===== config.mk =====
export PLATFORM = sky130hd
export DESIGN_NAME = axis_pgroup_dispatcher
export DESIGN_NICKNAME = d
export VERILOG_FILES = /design/src/rtl/axis_pgroup_dispatcher.sv
export SDC_FILE = /design/constraint.sdc
export NUM_CORES = 2
export LEC_CHECK = 0
export ABC_CLOCK_PERIOD_IN_PS = 31100
export CAP_MARGIN = 20
export CORE_MARGIN = 8
export CORE_UTILIZATION = 45
export DETAILED_ROUTE_END_ITERATION = 8
export PLACE_DENSITY = 0.74
export SYNTH_ARGS = -nofsm -noshare
export SYNTH_HDL_FRONTEND = slang
export SYNTH_MEMORY_MAX_BITS = 65536
export SYNTH_SLANG_ARGS = --single-unit

===== constraint.sdc =====
create_clock -name clk -period 31.1 [get_ports clk]
set_input_delay 3.11 -clock clk [delete_from_list [all_inputs] [get_ports clk]]
set_output_delay 3.11 -clock clk [all_outputs]
set_load 0.1 [all_outputs]

===== src/rtl/axis_pgroup_dispatcher.sv =====
// AXI-Stream pixel-group dispatcher: a 2-entry input skid, a TDEST route lock,
// per-processor FIFOs and a saturating count of packets with a bad destination.
module axis_pgroup_dispatcher #(
  parameter int IP_AMT          = 4,
  parameter int IP_DATA_W       = 256,
  parameter int AXIS_TID_W      = 2,
  parameter int AXIS_TDEST_W    = 4,
  parameter int AXIS_TDEST_BASE = 1,
  parameter int FIFO_DEPTH      = 4,
  parameter int DROP_CNT_W      = 16
) (
  input  logic                        clk,
  input  logic                        rst,
  input  logic [AXIS_TID_W-1:0]       s_tid_i,
  input  logic [AXIS_TDEST_W-1:0]     s_tdest_i,
  input  logic [IP_DATA_W-1:0]        s_tdata_i,
  input  logic                        s_tlast_i,
  input  logic                        s_tvalid_i,
  output logic                        s_tready_o,
  output logic [IP_AMT*IP_DATA_W-1:0] pgroup_o,
  output logic [IP_AMT-1:0]           pgroup_last_o,
  output logic [IP_AMT-1:0]           pgroup_valid_o,
  input  logic [IP_AMT-1:0]           pgroup_ready_i,
  output logic [DROP_CNT_W-1:0]       drop_cnt_o,
  output logic [IP_AMT-1:0]           fifo_full_o
);

  localparam int IDX_W = (IP_AMT > 1) ? $clog2(IP_AMT) : 1;
  localparam int PTR_W = $clog2(FIFO_DEPTH);
  localparam logic [AXIS_TDEST_W-1:0] BASE = AXIS_TDEST_BASE[AXIS_TDEST_W-1:0];

  typedef enum logic [1:0] {IDLE, ROUTE, DROP} state_e;

  state_e                  state_q, state_d;
  logic [IDX_W-1:0]        lockIdx_q, lockIdx_d;
  logic [DROP_CNT_W-1:0]   dropCnt_q, dropCnt_d;
  logic                    dropPkt;

  logic [1:0]              skidCnt_q, skidCnt_d;
  logic [IP_DATA_W-1:0]    skidData_q [2];
  logic [AXIS_TDEST_W-1:0] skidDest_q [2];
  logic [1:0]              skidLast_q;
  logic                    tready_q;

  logic                    push, headPop, headValid, headInRange;
  logic [AXIS_TDEST_W-1:0] headOffset;
  logic [IDX_W-1:0]        headIdx;

  logic [IP_AMT-1:0]       fifoEmpty, fifoFull, fifoPop, canWrite, wrEn;

  // TID travels with the stream but plays no part in routing.
  logic unusedTid;
  assign unusedTid = ^s_tid_i;

  assign push        = s_tvalid_i & tready_q;
  assign headValid   = (skidCnt_q != 2'd0);
  assign headOffset  = skidDest_q[0] - BASE;
  assign headInRange = (skidDest_q[0] >= BASE) && (int'(headOffset) < IP_AMT);
  assign headIdx     = headOffset[IDX_W-1:0];
  assign skidCnt_d   = skidCnt_q + {1'b0, push} - {1'b0, headPop};

  always_ff @(posedge clk) begin
    if (rst) begin
      skidCnt_q <= 2'd0;
      tready_q  <= 1'b0;
    end else begin
      skidCnt_q <= skidCnt_d;
      tready_q  <= (skidCnt_d != 2'd2);
    end
  end

  // A new beat lands behind whatever survives this cycle's pop.
  always_ff @(posedge clk) begin
    if (headPop) begin
      skidData_q[0] <= skidData_q[1];
      skidDest_q[0] <= skidDest_q[1];
      skidLast_q[0] <= skidLast_q[1];
    end
    if (push) begin
      if (skidCnt_q == {1'b0, headPop}) begin
        skidData_q[0] <= s_tdata_i;
        skidDest_q[0] <= s_tdest_i;
        skidLast_q[0] <= s_tlast_i;
      end else begin
        skidData_q[1] <= s_tdata_i;
        skidDest_q[1] <= s_tdest_i;
        skidLast_q[1] <= s_tlast_i;
      end
    end
  end

  always_ff @(posedge clk) begin
    if (rst) begin
      state_q   <= IDLE;
      lockIdx_q <= '0;
      dropCnt_q <= '0;
    end else begin
      state_q   <= state_d;
      lockIdx_q <= lockIdx_d;
      dropCnt_q <= dropCnt_d;
    end
  end

  // Out-of-range heads are discarded even in IDLE so a bad packet never stalls the input.
  always_comb begin
    state_d   = state_q;
    lockIdx_d = lockIdx_q;
    dropCnt_d = dropCnt_q;
    dropPkt   = 1'b0;
    headPop   = 1'b0;
    wrEn      = '0;
    case (state_q)
      IDLE: begin
        if (headValid) begin
          if (headInRange) begin
            if (canWrite[headIdx]) begin
              headPop       = 1'b1;
              wrEn[headIdx] = 1'b1;
              if (!skidLast_q[0]) begin
                state_d   = ROUTE;
                lockIdx_d = headIdx;
              end
            end
          end else begin
            headPop = 1'b1;
            if (skidLast_q[0]) dropPkt = 1'b1;
            else state_d = DROP;
          end
        end
      end
      ROUTE: begin
        if (headValid && canWrite[lockIdx_q]) begin
          headPop         = 1'b1;
          wrEn[lockIdx_q] = 1'b1;
          if (skidLast_q[0]) state_d = IDLE;
        end
      end
      DROP: begin
        if (headValid) begin
          headPop = 1'b1;
          if (skidLast_q[0]) begin
            dropPkt = 1'b1;
            state_d = IDLE;
          end
        end
      end
      default: state_d = IDLE;
    endcase
    if (dropPkt && (dropCnt_q != '1)) dropCnt_d = dropCnt_q + 1'b1;
  end

  for (genvar g = 0; g < IP_AMT; g++) begin : gFifo
    logic [PTR_W:0]       wrPtr_q, rdPtr_q;
    logic [IP_DATA_W-1:0] memData_q [FIFO_DEPTH];
    logic [FIFO_DEPTH-1:0] memLast_q;

    assign fifoEmpty[g] = (wrPtr_q == rdPtr_q);
    assign fifoFull[g]  = (wrPtr_q[PTR_W] != rdPtr_q[PTR_W]) &&
                          (wrPtr_q[PTR_W-1:0] == rdPtr_q[PTR_W-1:0]);
    assign fifoPop[g]   = pgroup_ready_i[g] & ~fifoEmpty[g];
    // A pop in the same cycle frees the slot, so a full FIFO can still accept.
    assign canWrite[g]  = ~fifoFull[g] | fifoPop[g];

    assign pgroup_o[g*IP_DATA_W +: IP_DATA_W] =
      fifoEmpty[g] ? '0 : memData_q[rdPtr_q[PTR_W-1:0]];
    assign pgroup_last_o[g] = ~fifoEmpty[g] & memLast_q[rdPtr_q[PTR_W-1:0]];

    always_ff @(posedge clk) begin
      if (rst) begin
        wrPtr_q <= '0;
        rdPtr_q <= '0;
      end else begin
        if (wrEn[g])    wrPtr_q <= wrPtr_q + 1'b1;
        if (fifoPop[g]) rdPtr_q <= rdPtr_q + 1'b1;
      end
    end

    always_ff @(posedge clk) begin
      if (wrEn[g]) begin
        memData_q[wrPtr_q[PTR_W-1:0]] <= skidData_q[0];
        memLast_q[wrPtr_q[PTR_W-1:0]] <= skidLast_q[0];
      end
    end
  end

  assign s_tready_o     = tready_q;
  assign pgroup_valid_o = ~fifoEmpty;
  assign fifo_full_o    = fifoFull;
  assign drop_cnt_o     = dropCnt_q;

endmodule


==> impl_results.md <==
- CTS Hold Bufs: 0
- Mapped cell area: 177000 sq um
- PwrDens: 90.1 nW/um^2
- GRT Util Overall: 0.238
- Num ports: between 1000 and 1500
- Hold Crit Class: reg2reg
- Failing checks: max-slew violations
- Cell total after placement: 14000
- Final Setup Violations: 0
- Crit. End Element: output port
- Post-synthesis adder-cell area fraction: 0.00226
- Worst-Margin Slew: 1.76 ns
- Largest net degree at the start of global routing: approximately 120
- Post CTS Setup Buffer Count: 0
- Global-route wire length before repair: 703000 um
- WP data required: 27.99 ns
- Synth-to-Final Area Change: 20.3%
- Top post-synthesis cells by area: edfxtp_1 79%, mux4_2 13%, and2_1 3.7%
- Synth Area in Compound Gates: 0.00158
- Tmin final: 9.59 ns
- Via count: 87800
- CTS tree: built
- Clock root cell: clkbuf_16
- Setup Crit Path Kind: reg2out
- Final ANT Viol Nets: 0
- #FFs+latches synth: 4689
- Netlist cell types: 55
- Final Wtd Congestion: 0.817
- Clock buffer count from CTS: 454
- Cell taking the most area after synthesis: edfxtp_1
- Finished Layout Cells: 15000
- Unrepaired setup endpoints after global routing: no
- First-pass DRT Iterations: 6
- CTS clk-pin slew, worst paths: about 0.060 ns
- Setup TNS: 0 ns
- Post-synth EDFFs: 4633
- Pleak: 66.8 nW
- Fillers: between 20000 and 30000
- Vias in the first global route: around 90000
- Pre-CTS WS: 22.25 ns
- Syn_area_per_cell: 23.1 sq um
- Setup ws final: 21.51 ns
- Vias per cell: 5.87
- Synth Area in Simple Gates: 0.0405
- # resized after CTS: 0
- Clock Skew: about 0.074 ns
- Share of layout cells above drive strength 1: 0.233
- CTS HTree Levels: 5
- Status: finished with violations
- Synth Instances: 7671
- Largest family of logic cells by synthesized area: multiplexers
- Yosys top cell area share: 0.786
- F_max: 104 MHz
- Worst-path fanout max: 36
- Chip height: 643 um
- Total power: 19.2 mW
- Synth Flop Type: edfxtp_1
- Final net count: approximately 9600
- Seq/Total Area, Yosys: 0.792
- Hold slack: just over 0.5 ns
- Post-synthesis mux area share: 0.152
- Grt ovf: 0
- Wirelength per Cell: 34.0 um
- Final WL: approximately 510000 um
- Residual DRC: 0
- Fin crit share: 0.308
- Initial Util: 0.452
- Clock Sinks: 4689
- Number of max-cap violations: 0
- YS warnings: 0
- Worst VDD drop: 0.0000871 V
- Final Hold Vio Count: 0
- Worst-Skew Late Latency: 0.99 ns
- Initial antenna violation count: between 60 and 70
- Startpoint Class: flip-flop
- Final Max Slew Viols: 83
- Die ar.: 414000 sq um
- Deepest clock path buffer count: 4
- Core Rows: 230
- Post-synthesis xor/xnor area fraction: 0.00227
- Port buffer count: ~1300
- Async SR Flop Fraction: 0
- Number of nets produced by synthesis: 7973
- Die outline width: about 640 um
- DRT iter0 DRCs: 11100
- Post-DP HPWL: between 300000 and 400000 um
- Core area: between 300000 and 400000 sq um
- Worst Path Arrival: 6.48 ns
- Relative slew slack: -0.172
-- synth_stat cells, types with 21 or more instances --
cell      count
and2_1     1036
nand2_1      21
edfxtp_1   4633
buf_1       106
mux2_2       83
mux4_2     1029
ha_1         32
xnor2_1      24
nor2_1       60
clkbuf_1    241
dfxtp_1      56
mux2_4      179
-- power breakdown --
part | switching (mW) | leakage [nW] | total, mW | internal (mW)
Clock | 2.42 | 7.26 | 5.49 | 3.07
Combinational | 3.44 | 17.2 | 4.67 | 1.23
Sequential | 0.841 | 42.3 | 9.04 | 8.20
-- layer usage --
layer	vias to the layer above	wire length [um]	share of wire	global-route usage
li1	34700	-	-	-
met1	46800	180000	0.35	0.297
met2	5417	252000	0.50	0.395
met3	926	44900	0.088	0.0436
met4	14	30900	0.061	0.130
met5	-	88	0.00017	0
-- metrics by stage --
| stage | util | cell area [sq um] |
|---|---|---|
| 5_1_grt | 0.543 | 213000 |
| 4_1_cts | 0.543 | 213000 |
| 2_1_floorplan | - | 177000 |
| 6_report | 0.543 | 213000 |
| 3_5_place_dp | 0.505 | 198000 |
| 3_3_place_gp | 0.502 | 197000 |
-- cell type report --
| cell class | count | area [sq um] | share of cell area |
|---|---|---|---|
| inverter | 20 | 75.1 | 0.000353 |
| timing repair buffer | 1537 | 15800 | 0.0740 |
| multi-input combinational | 2585 | 35300 | 0.166 |
| clock inverter | 303 | 3090 | 0.0145 |
| clock buffer | 550 | 11800 | 0.0556 |
| antenna | 49 | 123 | 0.000576 |
| tap | 5220 | 6530 | 0.0307 |
| sequential | 4689 | 140000 | 0.659 |
-- cell families after synthesis --
| group | after synthesis |
|---|---|
| DFF | 4689 |
| muxes | 1295 |
| and+or+nand+nor | 1178 |
| buffers and inverters | 397 |
| xor gates and xnor gates | 45 |
| AOI/OAI and AO/OA | 35 |
| adders and majority gates | 32 |
-- state kept, by name, indices dropped and copies added (netlist names), 2 cells and up, named ones only --
name and count:
gFifo.wrPtr_q 12, gFifo.rdPtr_q 12, lockIdx_q 2, state_q 2, skidCnt_q 2, gFifo.memLast_q 16
skidData_q 512, drop_cnt_o 16, skidDest_q 8, skidLast_q 2, gFifo.memData_q 4096
-- path summary, 6_finish.rpt --
check / slack [ns] / startpoint / cells past startpoint / to
setup reg to reg: 24.88 / skidDest_q[0][0]$_DFFE_PP_ / 10 / gFifo[0].memData_q[0][155]$_DFFE_PP_
setup / recovery: 21.51 / flip-flop / 7 / pgroup_o[396]
hold / removal: 0.52 / skidData_q[0][377]$_DFFE_PP_ / 1 / skidData_q[0][121]$_DFFE_PP_
hold reg to reg: 0.52 / skidData_q[0][377]$_DFFE_PP_ / 1 / skidData_q[0][121]$_DFFE_PP_
-- worst max-delay path, stage by stage, from the launching register on --
cell and delay (ns):
dfxtp_4 0.56, buf_4 0.70, buf_4 0.81, buf_4 0.76, buf_4 0.66, mux4_2 0.60
and2_1 0.22, clkdlybuf4s50_1 1.01
-- placed cells by master, fill, tap and decap left out, drive strengths merged, types with 2 or more instances in the layout --
master         count
o41ai              2
nand3b             3
nand4              4
clkinv           228
inv               36
xor2              21
nand3             20
or2                2
and2            1036
diode             49
o31ai              3
a211o              2
buf              255
nor2b             10
nor4               5
nor2              60
clkdlybuf4s50   1282
o21ai              5
dfxtp             56
xnor2             24
edfxtp          4633
nand2             21
bufinv            40
ha                32
and3               3
nor4bb             2
or4                3
mux4            1029
o211ai             2
clkbuf           550
and4               2
nor3b              2
a21oi              8
clkinvlp          19
o41a               2
mux2i              4
a211oi             2
mux2             262
Note: power is estimated with default switching activity, not from simulation.
